==> config.mk <==
export PLATFORM = sky130hd
export DESIGN_NAME = sd_spi_flat
export DESIGN_NICKNAME = d
export VERILOG_FILES = /design/src/rtl/sd_spi_if.sv /design/src/rtl/sd_spi.sv /design/src/flat_wrapper.sv
export SDC_FILE = /design/constraint.sdc
export NUM_CORES = 1
export LEC_CHECK = 0
export ABC_AREA = 0
export CAP_MARGIN = 20
export CORE_AREA = 4 4 89 91
export DETAILED_ROUTE_END_ITERATION = 12
export DIE_AREA = 0 0 93 95
export PLACE_DENSITY = 0.61
export SLEW_MARGIN = 5
export SYNTH_ARGS = -nofsm -noshare
export SYNTH_HDL_FRONTEND = slang
export SYNTH_SLANG_ARGS = --single-unit
==> constraint.sdc <==
create_clock -name clk -period 3.2 [get_ports clk]
set_input_delay 0.32 -clock clk [delete_from_list [all_inputs] [get_ports clk]]
set_output_delay 0.32 -clock clk [all_outputs]
set_load 0.005 [all_outputs]
==> src/rtl/sd_spi_if.sv <==
// IO-bus side of the SD SPI peripheral: register index, strobes, data and interrupt.
// Strobes are single-cycle and always accepted (no back-pressure); io_rdata is combinational on io_addr.
interface sd_spi_if;
    logic [3:0] io_addr;
    logic       io_write;
    logic       io_read;
    logic [7:0] io_wdata;
    logic [7:0] io_rdata;
    logic       interrupt;

    modport master (
        output io_addr, io_write, io_read, io_wdata,
        input  io_rdata, interrupt
    );

    modport slave (
        input  io_addr, io_write, io_read, io_wdata,
        output io_rdata, interrupt
    );
endinterface

==> src/rtl/sd_spi.sv <==
// SPI mode-0 master for an SD card: 8-bit MSB-first transfers, programmable SCLK divider,
// software-driven chip select, level interrupt on transfer done.
module sd_spi #(
    parameter int                DIV_W     = 8,
    parameter logic [DIV_W-1:0]  DIV_RESET = DIV_W'(63)
) (
    input  logic       clk,
    input  logic       reset,
    sd_spi_if.slave    bus,
    output logic       sclk,
    output logic       mosi,
    input  logic       miso,
    output logic       cs_n,
    output logic [1:0] dbg_state
);
    typedef enum logic [1:0] {
        IDLE = 2'd0,
        LOW  = 2'd1,
        HIGH = 2'd2
    } state_e;

    state_e           state_q, state_d;
    logic [DIV_W-1:0] dcnt_q, dcnt_d;
    logic [DIV_W-1:0] div_q, div_d;
    logic [2:0]       bcnt_q, bcnt_d;
    logic [7:0]       txsr_q, txsr_d;
    logic [7:0]       rxsr_q, rxsr_d;
    logic [7:0]       rx_q, rx_d;
    logic             sclk_q, sclk_d;
    logic             mosi_q, mosi_d;
    logic             done_q, done_d;
    logic             ovr_q, ovr_d;
    logic             ie_q, ie_d;
    logic             cs_q, cs_d;

    logic busy;
    logic wr_data, wr_status, wr_ctrl, wr_div, rd_data;

    assign busy      = (state_q != IDLE);
    assign wr_data   = bus.io_write && (bus.io_addr == 4'd0);
    assign wr_status = bus.io_write && (bus.io_addr == 4'd1);
    assign wr_ctrl   = bus.io_write && (bus.io_addr == 4'd2);
    assign wr_div    = bus.io_write && (bus.io_addr == 4'd3);
    assign rd_data   = bus.io_read  && (bus.io_addr == 4'd0);

    always_comb begin
        state_d = state_q;
        dcnt_d  = dcnt_q;
        div_d   = div_q;
        bcnt_d  = bcnt_q;
        txsr_d  = txsr_q;
        rxsr_d  = rxsr_q;
        rx_d    = rx_q;
        sclk_d  = sclk_q;
        mosi_d  = mosi_q;
        done_d  = done_q;
        ovr_d   = ovr_q;
        ie_d    = ie_q;
        cs_d    = cs_q;

        // Clear-on-read comes first so a completion in the same cycle overrides it.
        if (rd_data) begin
            done_d = 1'b0;
        end

        case (state_q)
            IDLE: begin
                if (wr_data) begin
                    txsr_d  = bus.io_wdata;
                    mosi_d  = bus.io_wdata[7];
                    bcnt_d  = 3'd0;
                    dcnt_d  = div_q;
                    state_d = LOW;
                end
            end
            LOW: begin
                if (dcnt_q != '0) begin
                    dcnt_d = dcnt_q - DIV_W'(1);
                end else begin
                    sclk_d  = 1'b1;
                    rxsr_d  = {rxsr_q[6:0], miso};
                    dcnt_d  = div_q;
                    state_d = HIGH;
                end
            end
            HIGH: begin
                if (dcnt_q != '0) begin
                    dcnt_d = dcnt_q - DIV_W'(1);
                end else begin
                    sclk_d = 1'b0;
                    if (bcnt_q == 3'd7) begin
                        rx_d    = rxsr_q;
                        done_d  = 1'b1;
                        state_d = IDLE;
                    end else begin
                        txsr_d  = {txsr_q[6:0], 1'b0};
                        mosi_d  = txsr_q[6];
                        bcnt_d  = bcnt_q + 3'd1;
                        dcnt_d  = div_q;
                        state_d = LOW;
                    end
                end
            end
            default: begin
                state_d = IDLE;
            end
        endcase

        // A start request while a byte is in flight (including its final cycle) is dropped.
        if (wr_data && busy) begin
            ovr_d = 1'b1;
        end
        if (wr_status && bus.io_wdata[3]) begin
            ovr_d = 1'b0;
        end
        if (wr_ctrl) begin
            cs_d = bus.io_wdata[0];
            ie_d = bus.io_wdata[1];
        end
        if (wr_div && !busy) begin
            div_d = bus.io_wdata[DIV_W-1:0];
        end
    end

    always_ff @(posedge clk) begin
        if (!reset) begin
            state_q <= IDLE;
            dcnt_q  <= '0;
            div_q   <= DIV_RESET;
            bcnt_q  <= 3'd0;
            txsr_q  <= 8'h00;
            rxsr_q  <= 8'h00;
            rx_q    <= 8'hFF;
            sclk_q  <= 1'b0;
            mosi_q  <= 1'b1;
            done_q  <= 1'b0;
            ovr_q   <= 1'b0;
            ie_q    <= 1'b0;
            cs_q    <= 1'b0;
        end else begin
            state_q <= state_d;
            dcnt_q  <= dcnt_d;
            div_q   <= div_d;
            bcnt_q  <= bcnt_d;
            txsr_q  <= txsr_d;
            rxsr_q  <= rxsr_d;
            rx_q    <= rx_d;
            sclk_q  <= sclk_d;
            mosi_q  <= mosi_d;
            done_q  <= done_d;
            ovr_q   <= ovr_d;
            ie_q    <= ie_d;
            cs_q    <= cs_d;
        end
    end

    always_comb begin
        bus.io_rdata = 8'h00;
        case (bus.io_addr)
            4'd0:    bus.io_rdata = rx_q;
            4'd1:    bus.io_rdata = {4'b0000, ovr_q, ie_q, done_q, busy};
            4'd2:    bus.io_rdata = {6'b000000, ie_q, cs_q};
            4'd3:    bus.io_rdata = 8'(div_q);
            default: bus.io_rdata = 8'h00;
        endcase
    end

    assign bus.interrupt = done_q & ie_q;
    assign sclk          = sclk_q;
    assign mosi          = mosi_q;
    assign cs_n          = ~cs_q;
    assign dbg_state     = state_q;
endmodule
==> src/flat_wrapper.sv <==
// flat-port wrapper written by rule: the top's interface ports become plain ports
module sd_spi_flat 
#(
    parameter int                DIV_W     = 8,
    parameter logic [DIV_W-1:0]  DIV_RESET = DIV_W'(63)
)
  (clk, reset, sclk, mosi, miso, cs_n, dbg_state, bus_io_addr, bus_io_write, bus_io_read, bus_io_wdata, bus_io_rdata, bus_interrupt);
  sd_spi_if bus_i ();
  input  logic clk;
  input  logic reset;
  output logic sclk;
  output logic mosi;
  input  logic miso;
  output logic cs_n;
  output logic [1:0] dbg_state;
  input wire logic [$bits(bus_i.io_addr)-1:0] bus_io_addr;
  input wire logic [$bits(bus_i.io_write)-1:0] bus_io_write;
  input wire logic [$bits(bus_i.io_read)-1:0] bus_io_read;
  input wire logic [$bits(bus_i.io_wdata)-1:0] bus_io_wdata;
  output wire logic [$bits(bus_i.io_rdata)-1:0] bus_io_rdata;
  output wire logic [$bits(bus_i.interrupt)-1:0] bus_interrupt;
  assign bus_i.io_addr = bus_io_addr;
  assign bus_i.io_write = bus_io_write;
  assign bus_i.io_read = bus_io_read;
  assign bus_i.io_wdata = bus_io_wdata;
  assign bus_io_rdata = bus_i.io_rdata;
  assign bus_interrupt = bus_i.interrupt;
  sd_spi #(.DIV_W(DIV_W), .DIV_RESET(DIV_RESET)) u_core (.clk(clk), .reset(reset), .bus(bus_i), .sclk(sclk), .mosi(mosi), .miso(miso), .cs_n(cs_n), .dbg_state(dbg_state));
endmodule
# Word-level counts from Yosys, hierarchy flattened

Index checks and enable logic that the tools add are counted.

Register bits: 50
Input port bits: 17
Output and inout bits: 14
Logic and storage cells: 83

Add/sub/neg operators: 2
Eq/ne operators: 11
Muxes and demuxes: 30
Bitwise gates (word level): 4
Reductions and logical operators: 23

Operators with widths:

| operator              | number |
|---|---|
| $mux W8               | 4 |
| $pmux W8 S4           | 1 |
| $pmux W8 S3           | 1 |
| $mux W7               | 3 |
| $pmux W7 S2           | 1 |
| $reduce_and A3 Y1     | 4 |
| $mux W1               | 10 |
| $mux W3               | 3 |
| $eq A4 B2 Y1 const B  | 2 |
| $logic_and A1 B1 Y1   | 8 |
| $reduce_bool A8 Y1    | 1 |
| $sub A8 B1 Y8 const B | 1 |
| $mux W2               | 3 |
| $ne A2 B2 Y1 const B  | 3 |
| $pmux W2 S3           | 1 |
| $pmux W3 S2           | 1 |
| $reduce_bool A2 Y1    | 3 |
| $eq A4 B1 Y1 const B  | 1 |
| $logic_not A4 Y1      | 1 |
| $pmux W1 S2           | 2 |
| $reduce_and A4 Y1     | 1 |
| $add A3 B1 Y3 const B | 1 |
| $eq A3 B3 Y1 const B  | 1 |
| $ne A3 B2 Y1 const B  | 1 |
| 10 further kinds      | 12 |

# Depth between registers and ports, before layout

Gate-level depths: netlist of the first run.

Depth after elaboration: 6
Mapped depth: 9
Mapped depth without buffers: 7

# Worst setup path after synthesis of the first run

OpenSTA, ideal clock, no wires.

Kind: register -> register
Start: register u_core.dcnt_q[0]
End: register u_core.mosi_q, in the netlist u_core.mosi
Setup time: 0.120 ns
Arrival: 1.772 ns
Required time: 3.080 ns
Slack: 1.308 ns
Stages on the path, launching flop included: 10
Path buffers: 2
Period minus slack after synthesis: 1.892 ns
Cells stage by stage: dfxtp_1 > inv_1 > ha_1 > or3b_1 > clkbuf_1 > o32ai_1 > and2_2 > buf_6 > nand3_1 > o31a_1

Cells in the longest elaborated chain, start to end: 3

Ends and longest elaborated chain:

| what                               | line          | RTL |
|---|---|---|
| start, declared                    | sd_spi.sv:23  | `logic [DIV_W-1:0] dcnt_q, dcnt_d;` |
| start signal, assigned             | sd_spi.sv:142 | `dcnt_q <= dcnt_d;` |
| $reduce_bool A8 Y1                 | sd_spi.sv:87  | `if (dcnt_q != '0) begin` |
| $ne A2 B2 Y1 (no source line)      | n/a           |  |
| $reduce_and A4 Y1 (no source line) | n/a           |  |
| end signal, assigned               | sd_spi.sv:149 | `mosi_q <= mosi_d;` |
| end, declared                      | sd_spi.sv:30  | `logic mosi_q, mosi_d;` |

No other way between the ends.
A chain may end at the register's enable or synchronous reset.

# Worst setup path in the final report of the first run

Start: input port bus_io_addr[0]
End: output port bus_io_rdata[1]

Cells in the longest elaborated chain, start to end: 2
Elaborated cells between the ends (all ways): 5
Those cells by class: 3 x eq/ne; 1 x mux; 1 x reduce/logical

Ends and longest elaborated chain:

| what                                 | line               | RTL |
|---|---|---|
| start, declared                      | flat_wrapper.sv:16 | `input wire logic [$bits(bus_i.io_addr)-1:0] bus_io_addr;` |
| $eq A4 B2 Y1 (tied with other cells) | sd_spi.sv:159      | `case (bus.io_addr)` |
| $pmux W8 S4 (*)                      | sd_spi.sv:159      |  |
| end, declared                        | flat_wrapper.sv:20 | `output wire logic [$bits(bus_i.io_rdata)-1:0] bus_io_rdata;` |

Mark *: on every way between the ends. The rest lies on a longest branch, timed or not.

==> results of run 1 <==
metrics by stage:
step                setup WS, ns  hold WS, ns  utilization (%)  std cells
detailed placement        0.6805       0.4505            39.67        415
floorplan                  1.308       0.4356                -        302
CTS                       0.6781       0.4628            40.83        422
global route              0.4521       0.5070            41.04        423
global placement          0.7062       0.4466            39.67        415
finish                    0.6839       0.4596            41.04        423
registers in the layout, summed over array words and instances (netlist names), 2 cells and up:
register	count
u_core.rx_q	8
u_core.div_q	8
u_core.dbg_state	2
u_core.bcnt_q	3
u_core.dcnt_q	8
u_core.rxsr_q	8
u_core.txsr_q	7
worst min-delay path by stage:
stage                                     to  slack [ns]  cells past startpoint
4_1_cts        u_core.rxsr_q[7]$_SDFFE_PN0P_        0.46                      2
6_report       u_core.rxsr_q[7]$_SDFFE_PN0P_        0.46                      2
3_3_place_gp   u_core.rxsr_q[7]$_SDFFE_PN0P_        0.45                      2
2_1_floorplan  u_core.txsr_q[0]$_SDFFE_PN0P_        0.44                      2
3_5_place_dp   u_core.rxsr_q[7]$_SDFFE_PN0P_        0.45                      2
5_1_grt        u_core.txsr_q[0]$_SDFFE_PN0P_        0.51                      2
power groups by stage:
stage	clock (mW)	combinational [mW]	sequential, mW
after detailed placement	0	0.889	0.832
final	0.361	0.908	0.818
after global routing	0.397	1.02	0.832
after CTS	0.375	0.894	0.818
after global placement	0	0.890	0.829
after floorplan	0	0.701	0.810
routing by layer:
layer,wire length (um),vias up,track usage (%)
li1,-,1100,-
met1,2971,1021,20.41
met2,2839,43,22.80
met3,236,4,2.550
met4,34,0,3.053
met5,0,-,0
Yosys cell counts, drive strengths merged:
cell type,n
dfxtp,50
o21ai,10
o2111ai,2
mux4,1
a21o,2
nand2,56
o211ai,2
and2,6
a211oi,8
buf,6
clkbuf,14
a31oi,2
nand4,2
mux2i,19
nand3,11
o31ai,2
nor3b,2
o21a,1
nand2b,1
a22oi,5
o22ai,1
a21oi,27
nor2b,2
o31a,1
and4b,1
and3,1
o221ai,1
o32ai,2
nor2,32
or3b,1
nor4,1
nor3,7
or2,2
nand3b,1
a211o,2
ha,8
inv,7
or4,1
nand4b,2
cells by family after synthesis:
| logic type | Yosys count | synth area share (%) |
|---|---|---|
| flops | 50 | 40.59 |
| simple gates | 129 | 23.85 |
| compound gates | 68 | 18.01 |
| buf+inv | 27 | 4.870 |
| fa+ha+maj | 8 | 4.059 |
| mux | 20 | 8.625 |
area by class of cell:
type,instances,area [um^2]
clock inverter,2,13.76
sequential,50,1001
inverter,7,26.28
clock buffer,5,68.82
timing repair buffer,35,345.3
fill,763,4208
multi-input combinational,225,1350
tap,99,123.9
worst register-to-register path, delay by kind of cell (launching register included):
kind	cells	cell delay (ns)
buf+inv	1	0.12
fa+ha+maj	1	0.17
flops	1	0.34
compound gates	2	0.26
simple gates	3	1.48
==> flow_metrics.env, run 1 <==
export IMPL_slew_limit_headroom_pct=48.45
export IMPL_yosysTopAreaCell="dfxtp_1"
export IMPL_critPathTopFamily="buffers and inverters"
export IMPL_synth_cell_types=45
export IMPL_worst_path_max_delay_cell="clkdlybuf4s50_1"
export IMPL_maxCapViolCount=0
export IMPL_crit_start="bus_io_addr[0]"
export IMPL_die_w_um=93
export IMPL_r2r_cells=7
export IMPL_power_density_nw_per_um2=712.7
export IMPL_core_um2=7137
export IMPL_htree_levels=2
export IMPL_crit_chain="clkdlybuf4s50_1 > mux4_2 > and2_1 > clkdlybuf4s50_1"
export IMPL_hpwlAfterDp_um=4423
export IMPL_cts_buffers=5
export IMPL_cts_root_buf="clkbuf_8"
export IMPL_grt_usage_pct=14.36
export IMPL_grt_start_max_net_pins=31
export IMPL_setup_viol=0
export IMPL_synth_top_area_share_pct=40.59
export IMPL_period_share_pct=78.63
export IMPL_switching_share_pct=41.03
export IMPL_vias=2168
export IMPL_start_util_pct=34.55
export IMPL_nNetsFinal=349
export IMPL_worstReg2RegStart="u_core.dcnt_q[0]$_SDFFE_PN0P_"
export IMPL_gp_congestion=0.7915
export IMPL_cts_tree="yes"
export IMPL_antenna_found_initial=0
export IMPL_fin_area_um2=2929
export IMPL_vdd_drop_max_mv=0.3355
export IMPL_crit_path_max_incr_delay_ns=0.73
export IMPL_antenna_cells=0
export IMPL_seq_area_frac_synth_pct=40.59
export IMPL_ys_seq_elements=50
export IMPL_hold_path_class="flop to flop"
export IMPL_internal_power_mw=1.231
export IMPL_syn_avg_cell_area_um2=8.166
export IMPL_layout_common_cells="nand2_1 (56), dfxtp_1 (50), nor2_1 (31)"
export IMPL_syn2layout_area_growth_pct=18.77
export IMPL_path_buf_inv=2
export IMPL_p_comb_share_pct=43.5
export IMPL_grt_first_pass_wirelength_um=10090
export IMPL_final_common_cell="nand2_1"
export IMPL_p_seq_share_pct=39.2
export IMPL_synthTopCellsByArea="dfxtp_1 (41%), nand2_1 (8.5%), mux2i_1 (7.7%)"
export IMPL_start_kind="input pin"
export IMPL_crit_path_end_kind="output port"
export IMPL_die_height_um=95
export IMPL_avgRoutedWirePerCell_um=14.38
export IMPL_drc_errors=0
export IMPL_wirelength_um=6082
export IMPL_clkSlewWorstSetupHoldPaths_ns=0.08
export IMPL_critical_path_required_ns=2.88
export IMPL_holdCritStartpoint="u_core.rxsr_q[7]$_SDFFE_PN0P_"
export IMPL_arrival_ns=2.20
export IMPL_place_area_um2=2831
export IMPL_leakagePower_nw=1.057
export IMPL_p_total_mw=2.087
export IMPL_tns_ns=0
export IMPL_syn_area_um2=2466
export IMPL_rsz0062_at_grt="no"
export IMPL_critPathMostFrequentCell="clkdlybuf4s50_1"
export IMPL_synth_nets=327
export IMPL_grt_ovfl_total=0
export IMPL_worst_clock_skew_ns=0.009652
export IMPL_post_cts_setup_buffer_count=0
export IMPL_io_pins=31
export IMPL_ant_nets=0
export IMPL_fmaxAchievable_mhz=397.4
export IMPL_ys_warn_count=0
export IMPL_r2r_end="u_core.dcnt_q[0]$_SDFFE_PN0P_"
export IMPL_clock_sinks=50
export IMPL_clock_latency_ns=0.30
export IMPL_hold_buffers=0
export IMPL_ff2ff_setup_slack_ns=0.75
export IMPL_finalHoldViolations=0
export IMPL_max_clock_path_buffers=2
export IMPL_drive_gt1_share_pct=7.099
export IMPL_grt_pass1_vias=2041
export IMPL_io_buffers=30
export IMPL_p_clk_share_pct=17.3
export IMPL_rows=31
export IMPL_critPathCapture="bus_io_rdata[1]"
export IMPL_power_switching_mw=0.8565
export IMPL_cp_max_fo=12
export IMPL_ctsResizeCount=0
export IMPL_worst_pin_slew_ns=0.7680
export IMPL_synth_cells=302
export IMPL_min_period_ns=2.516
export IMPL_slew_viol_final=0
export IMPL_die_area_um2=8835
export IMPL_vias_per_cell=5.125
export IMPL_path_class="input pin to output port"
export IMPL_status="completed"
export IMPL_drt_initial_drc_count=190
export IMPL_drt_first_pass_iters=4
export IMPL_cp_num_cells=4
No activity file was read; power rests on OpenSTA's default activity.
==> run 2: changes to the inputs <==
PLACE_DENSITY = 0.63   (was 0.61)
clock period = 2.31 ns   (was 3.2 ns; I/O delays follow)
==> flow_metrics.env, run 2 (synthesis gave the netlist of run 1 again) <==
export IMPL_status="completed"
export IMPL_clock_latency_ns=0.30
export IMPL_hold_path_class="flop to flop"
export IMPL_drive_gt1_share_pct=10.21
export IMPL_vias=2198
export IMPL_rsz0062_at_grt="yes"
export IMPL_wirelength_um=5985
export IMPL_htree_levels=2
export IMPL_worst_clock_skew_ns=0.008611
export IMPL_grt_pass1_vias=2161
export IMPL_arrival_ns=1.90
export IMPL_grt_first_pass_wirelength_um=10300
export IMPL_cts_root_buf="clkbuf_8"
export IMPL_drt_initial_drc_count=119
export IMPL_antenna_found_initial=0
export IMPL_die_area_um2=8835
export IMPL_nNetsFinal=357
export IMPL_rows=31
export IMPL_core_um2=7137
export IMPL_clock_sinks=50
export IMPL_period_share_pct=92.05
export IMPL_max_clock_path_buffers=2
export IMPL_fin_area_um2=3017
export IMPL_grt_usage_pct=14.53
export IMPL_leakagePower_nw=1.113
export IMPL_dp_slack_ns=0.09900
export IMPL_hpwlAfterDp_um=4482
export IMPL_post_cts_setup_buffer_count=0
export IMPL_grt_ovfl_total=0
export IMPL_fin_util_pct=42.27
export IMPL_layout_setup_ws_ns=0.1836
export IMPL_maxCapViolCount=0
export IMPL_final_common_cell="nand2_1"
export IMPL_crit_path_end_kind="output port"
export IMPL_clkSlewWorstSetupHoldPaths_ns=0.08
export IMPL_grt_util_met2_pct=23.16
export IMPL_busiest_layer="met2"
export IMPL_cp_max_fo=5
export IMPL_gp_congestion=0.8328
export IMPL_io_pins=31
export IMPL_power_density_nw_per_um2=1002
export IMPL_ff2ff_setup_slack_ns=0.20
export IMPL_grtUsageMet1_pct=19.67
export IMPL_min_period_ns=2.126
export IMPL_p_total_mw=3.022
export IMPL_cts_tree="yes"
export IMPL_die_w_um=93
export IMPL_drc_errors=0
export IMPL_avgRoutedWirePerCell_um=13.85
export IMPL_crit_path_max_incr_delay_ns=0.50
export IMPL_filler_cell_count=738
export IMPL_ant_nets=0
export IMPL_worst_path_max_delay_cell="clkdlybuf4s50_1"
export IMPL_critical_path_required_ns=2.08
export IMPL_place_area_um2=2894
export IMPL_syn2layout_area_growth_pct=22.32
export IMPL_gr_usage_met3_pct=3.426
export IMPL_fmaxAchievable_mhz=470.3
export IMPL_vdd_drop_max_mv=0.6225
export IMPL_hold_buffers=0
export IMPL_path_class="flop to output port"
export IMPL_path_buf_inv=2
export IMPL_vias_per_cell=5.088
export IMPL_die_height_um=95
export IMPL_layout_common_cells="nand2_1 (56), dfxtp_1 (48), nor2_1 (31)"
export IMPL_worst_pin_slew_ns=0.4849
export IMPL_critPathTopFamily="buffers and inverters"
export IMPL_crit_chain="inv_1 > ha_1 > a211oi_1 > a21oi_1 > nor2_1 > clkdlybuf4s50_1"
export IMPL_slew_viol_final=0
export IMPL_slew_limit_headroom_pct=67.60
export IMPL_grt_start_max_net_pins=23
export IMPL_setup_viol=0
export IMPL_start_kind="flop"
export IMPL_finalHoldViolations=0
export IMPL_cts_buffers=5
export IMPL_start_util_pct=34.55
export IMPL_io_buffers=30
export IMPL_drt_first_pass_iters=4
export IMPL_antenna_cells=0
-- run 2: cell count changes in the layout (fill, tap and decap cells not counted) --
| cell | change |
|---|---|
| buf_4 | +9 |
| dfxtp_1 | -2 |
| dfxtp_2 | +2 |
| and2_1 | -1 |
| and2_4 | +1 |
| buf_8 | -1 |
| bufinv_16 | +1 |
| clkbuf_1 | +1 |
| clkdlybuf4s50_1 | -1 |
| clkinv_2 | -1 |
| clkinvlp_4 | +1 |
| dlymetal6s2s_1 | +1 |
| inv_6 | -1 |
-- run 2: final cells by class --
cell class | count | area (um^2) | share of cell area, %
Tap cell | 99 | 123.9 | 4.106
Sequential cell | 50 | 1003 | 33.26
Timing Repair Buffer | 43 | 400.4 | 13.27
Clock buffer | 6 | 72.57 | 2.406
Clock inverter | 2 | 37.54 | 1.244
Inverter | 7 | 26.28 | 0.8710
Multi-Input combinational cell | 225 | 1353 | 44.84
-- run 2: repair_timing --
action / CTS / global route
endpoints found under the hold margin: 0 / 0
resized for setup: 0 / 6
setup endpoints to repair: 0 / 20
-- run 2: worst min-delay path: cells and delay by family, from the launching register on --
family / cells / cell delay (ns)
flops: 1 / 0.31
compound gates: 1 / 0.06
simple gates: 1 / 0.05
-- run 2: path summary, 6_finish.rpt --
path | from | end | depth (start not counted)
setup / recovery | u_core.dbg_state[0]$_SDFFE_PN0P_ | bus_io_rdata[0] | 6
hold / removal | u_core.txsr_q[0]$_SDFFE_PN0P_ | u_core.txsr_q[0]$_SDFFE_PN0P_ | 2
setup reg to reg | u_core.dcnt_q[0]$_SDFFE_PN0P_ | u_core.dbg_state[0]$_SDFFE_PN0P_ | 7
hold reg to reg | u_core.txsr_q[0]$_SDFFE_PN0P_ | u_core.txsr_q[0]$_SDFFE_PN0P_ | 2
-- run 2: power breakdown --
| group | switching (mW) | internal, mW |
|---|---|---|
| registers | 0.128 | 1.01 |
| clock network | 0.283 | 0.323 |
| logic | 0.761 | 0.517 |
-- run 2: metrics by stage --
stage	hold slack, ns	TNS (ns)	std cells
after floorplan	0.3552	0	302
after detailed placement	0.4530	0	424
after global routing	0.4991	-0.02697	432
after global placement	0.4479	0	424
final	0.4644	0	432
after CTS	0.4655	0	432
-- run 2: per-layer routing --
layer / routed length (um) / share of wire [%] / vias to the layer above
met5: 0 / 0 / -
met4: 42 / 0.70 / 0
met3: 318 / 5.3 / 4
met2: 2769 / 46 / 55
met1: 2855 / 48 / 1025
li1: - / - / 1114
